## src/rtl/video_dsm_dac.sv

```systemverilog
// video_dsm_dac: 1st/2nd-order delta-sigma DAC for a 10-bit composite video stream
//   CK_i      system clock, rising edge
//   XRST_i    synchronous active-low reset
//   CK_EE_i   sample-capture enable for VIDEOs_i
//   CLR_i     synchronous clear of integrators, DAC bit and overflow flag
//   VIDEOs_i  unsigned composite sample
//   DAC_o     pulse-density output bit
//   OVF_o     sticky integrator-saturation flag
//   SMPLs_o   currently held sample
module video_dsm_dac #(
  parameter int C_W     = 10,
  parameter int C_ORDER = 2,
  parameter int C_DITH  = 0
) (
  input  logic           CK_i,
  input  logic           XRST_i,
  input  logic           CK_EE_i,
  input  logic           CLR_i,
  input  logic [C_W-1:0] VIDEOs_i,
  output logic           DAC_o,
  output logic           OVF_o,
  output logic [C_W-1:0] SMPLs_o
);
  localparam int W1 = C_W + 3;
  localparam int W2 = C_W + 6;
  // Common arithmetic width, one bit wider than the widest integrator so sums never wrap.
  localparam int WW = W2 + 1;
  localparam bit ORD2 = C_ORDER != 1;
  localparam logic signed [WW-1:0] HALF = {{(WW-C_W){1'b0}}, 1'b1, {(C_W-1){1'b0}}};
  localparam logic signed [WW-1:0] MAX1 = {{(WW-W1+1){1'b0}}, {(W1-1){1'b1}}};
  localparam logic signed [WW-1:0] MIN1 = {{(WW-W1+1){1'b1}}, {(W1-1){1'b0}}};
  localparam logic signed [WW-1:0] MAX2 = {{(WW-W2+1){1'b0}}, {(W2-1){1'b1}}};
  localparam logic signed [WW-1:0] MIN2 = {{(WW-W2+1){1'b1}}, {(W2-1){1'b0}}};
  logic signed [W1-1:0] i1;
  logic signed [W2-1:0] i2;
  logic [15:0] lfsr;
  logic signed [WW-1:0] xs, fb, a1, c1, a2, c2, th;
  logic q;
  always_comb begin
    xs = $signed({{(WW-C_W){1'b0}}, SMPLs_o}) - HALF;
    fb = DAC_o ? HALF : -HALF;
    a1 = {{(WW-W1){i1[W1-1]}}, i1} + xs - fb;
    c1 = a1 > MAX1 ? MAX1 : a1 < MIN1 ? MIN1 : a1;
    // The second stage integrates the already-clipped first-stage value.
    a2 = {{(WW-W2){i2[W2-1]}}, i2} + c1 - fb;
    c2 = a2 > MAX2 ? MAX2 : a2 < MIN2 ? MIN2 : a2;
    // Dither lowers the threshold to -1 on LFSR LSB, i.e. an LSB-sized offset.
    th = {WW{C_DITH == 1 && lfsr[0]}};
    q = (ORD2 ? c2 : c1) >= th;
  end
  always_ff @(posedge CK_i) begin
    if (!XRST_i) begin
      SMPLs_o <= '0;
      i1 <= '0;
      i2 <= '0;
      DAC_o <= 1'b0;
      OVF_o <= 1'b0;
      lfsr <= 16'hACE1;
    end else begin
      lfsr <= {lfsr[0] ^ lfsr[2] ^ lfsr[3] ^ lfsr[5], lfsr[15:1]};
      if (CK_EE_i) SMPLs_o <= VIDEOs_i;
      if (CLR_i) begin
        i1 <= '0;
        i2 <= '0;
        DAC_o <= 1'b0;
        OVF_o <= 1'b0;
      end else begin
        i1 <= c1[W1-1:0];
        i2 <= ORD2 ? c2[W2-1:0] : '0;
        DAC_o <= q;
        OVF_o <= OVF_o | (c1 != a1) | (ORD2 && c2 != a2);
      end
    end
  end
endmodule

```

## config.mk

```make
export PLATFORM = sky130hd
export DESIGN_NAME = video_dsm_dac
export DESIGN_NICKNAME = d
export VERILOG_FILES = /design/src/rtl/video_dsm_dac.sv
export SDC_FILE = /design/constraint.sdc
export NUM_CORES = 1
export LEC_CHECK = 0
export CELL_PAD_IN_SITES_DETAIL_PLACEMENT = 1
export CELL_PAD_IN_SITES_GLOBAL_PLACEMENT = 1
export CORE_ASPECT_RATIO = 0.75
export CORE_MARGIN = 1
export CORE_UTILIZATION = 41
export DETAILED_ROUTE_END_ITERATION = 7
export GPL_TIMING_DRIVEN = 0
export PLACE_DENSITY = 0.83
export SLEW_MARGIN = 25
export SYNTH_ARGS = -nofsm -noshare
export SYNTH_HDL_FRONTEND = slang
export SYNTH_SLANG_ARGS = --single-unit
```

## constraint.sdc

```tcl
create_clock -name CK_i -period 10.23 [get_ports CK_i]
set_input_delay 1.023 -clock CK_i [delete_from_list [all_inputs] [get_ports CK_i]]
set_output_delay 1.023 -clock CK_i [all_outputs]
set_load 0.01 [all_outputs]
```

==> results.txt <==
Status = finished, violations left
Failing checks = DRC
Post-synthesis sequential area ratio = 0.221
Io pins = 26
Multiplexer area fraction after synthesis = 0.0380
Unrepaired setup endpoints after global routing = false
Compound-Gate Fraction of Synth Area = 0.239
Worst Path Required = 10.42 ns
Synth async-reset ratio = 0
Worst Skew = 0.00828 ns
Type of the most critical hold path = reg -> reg
Critical Path AT = 9.51 ns
Clock sink count = 41
Total Wirelength = 10800 um
Gates resized, CTS repair = 0
Initial Util = 0.430
Synth Warn # = 0
Ant diodes = 0
Die Y-Extent = 84.5 um
Total GRT Usage = 0.239
Depth of the CTS H-tree = 2
CTS Hold Bufs = 0
CP delay by family, top = compound AO/OA/AOI/OAI gates
DR iter-0 viols = 149
Adder-Cell Fraction of Synth Area = 0.169
Initial antenna violation count = 0
Reg clk slew, reported paths = 0.06 ns
Post-synthesis cell count = 446
Most frequent cell on the critical path = a21oi_1
Final net count = 537
Mapped Area = 3720 um2
Area leader, netlist = dfxtp_1
Detailed Routing Iterations Pass 1 = 6
Largest stage delay, worst path = 0.60 ns
Worst hold slack = 0.548 ns
Fmax = 107 MHz
Count of final setup violators = 0
Synth area leaders = dfxtp_1 (22%), ha_1 (13%), a21oi_1 (5.1%)
Vias = 3471
# port buffers = 24
Max-Cap Viols = 0
Via density per instance = 5.92
Share of cells above drive strength 1 = 0.0481
CTS root buffer = clkbuf_16
Area added between synthesis and finish = 13.9%
Die width = 112 um
First-pass GRT wire length = 18000 um
Commonest non-fill, non-tap cell in the layout = nor2_1
Fin. Hold Viols = 0
Primary FF master, synth = dfxtp_1
CTS Buf Count = 5
Synth Area in XOR/XNOR = 0.0794
Rel. slew slack = 0.345
Row count = 29
Vias in the first global route = 3552
Synth top area share = 0.221
Crit share post-route = 0.911
Library cells used by synthesis = 64
Clock buffer depth = 2
CP Capture Type = register
Post-synth EDFFs = 0
Residual DRC count = 1
Post-route ant nets = 0
Post-Syn Nets = 506
Largest family of logic cells by synthesized area = compound AO/OA/AOI/OAI gates
WS Path Type = reg -> reg
Leading cell types in the layout, fill and taps excluded = nor2_1 (42), dfxtp_1 (41), ha_1 (39)
Buffers & Inverters on Critical Path = 4
Final TNS setup = 0 ns
Post-Synth Simple-Gate Area = 0.214
GRT overflow = 0
Die Area = 9460 um2
Slew @ Worst Pin = 0.976 ns
Max-slew violation count = 0
Mean Syn Cell Area = 8.33 um2
Startpoint Class = register
Crit path max fanout = 10
Largest net degree at the start of global routing = 16
Slowest cell on crit path = o31ai_1
Period minus WS final = 9.32 ns
Routability cong. = 0.868
Avg WL per Cell = 18.5 um
DP Wirelength = 8380 um
Clock Latency Late Sink = 0.30 ns
CTS tree = yes
Core ar. = 8640 um2
Yosys reg bits = 41
Postcts setup bufs = 0
## cells by family after synthesis
group / after synthesis
simple gates: 148
compound gates: 130
xor+xnor: 32
fa+ha+maj: 46
mux: 14
flops: 41
buf+inv: 35
## state kept, by name, summed over array words and instances, names as in the netlist
name / count
i1: 13
OVF_o: 1
SMPLs_o: 10
i2: 16
DAC_o: 1
## cell usage after synthesis, drive strengths merged, types with 12 or more instances
master  count
inv        22
nor2       42
mux2i      13
a21oi      38
nand2b     12
o21ai      18
nor2b      17
a21o       17
dfxtp      41
nand2      14
ha         39
xor2       21
## area by class of cell
| cell class | instances | area [um2] |
|---|---|---|
| Timing Repair Buffer | 24 | 240 |
| Sequential cell | 41 | 821 |
| Clock buffer | 5 | 125 |
| Clock inverter | 3 | 17.5 |
| Tap cell | 108 | 135 |
| Fill cell | 1070 | 4400 |
| Inverter | 22 | 82.6 |
| Multi-Input combinational cell | 370 | 2750 |
| Buffer | 13 | 65.1 |
## routing by layer
layer / wire length (um) / part of all wire / GRT usage
met5: 0 / 0 / 0
met4: 131 / 0.012 / 0.0618
met3: 410 / 0.038 / 0.0412
met2: 4800 / 0.44 / 0.382
met1: 5470 / 0.51 / 0.334
## per-stage QoR
| stage | instance area (um2) | util | std cells | setup slack [ns] |
|---|---|---|---|---|
| final | 4240 | 0.490 | 586 | 0.907 |
| after global routing | 4240 | 0.490 | 586 | 0.114 |
| after CTS | 4240 | 0.490 | 586 | 0.935 |
| after detailed placement | 4090 | 0.474 | 578 | 1.12 |
| after global placement | 4090 | 0.474 | 578 | 1.36 |
| after floorplan | 3720 | - | 446 | 2.68 |
## final timing paths
kind	slack (ns)	end	cells past startpoint	from
setup reg to reg	0.91	i2[4]$_SDFF_PP0_	37	SMPLs_o[0]$_SDFFE_PN0P_
setup / recovery	0.91	i2[4]$_SDFF_PP0_	37	SMPLs_o[0]$_SDFFE_PN0P_
hold reg to reg	0.55	SMPLs_o[9]$_SDFFE_PN0P_	2	SMPLs_o[9]$_SDFFE_PN0P_
hold / removal	0.55	SMPLs_o[9]$_SDFFE_PN0P_	2	SMPLs_o[9]$_SDFFE_PN0P_
## worst register-to-register path, delay by kind of cell, from the launching register on
| kind | cells | cell delay (ns) |
|---|---|---|
| simple gates | 9 | 1.81 |
| compound gates | 17 | 4.13 |
| fa+ha+maj | 4 | 1.11 |
| buf+inv | 4 | 1.02 |
| xor+xnor | 3 | 0.79 |
| flops | 1 | 0.35 |
Power is left out: the tool's default activity adds up to more than one toggle a clock period on the data nets, which glitch-free logic cannot reach.
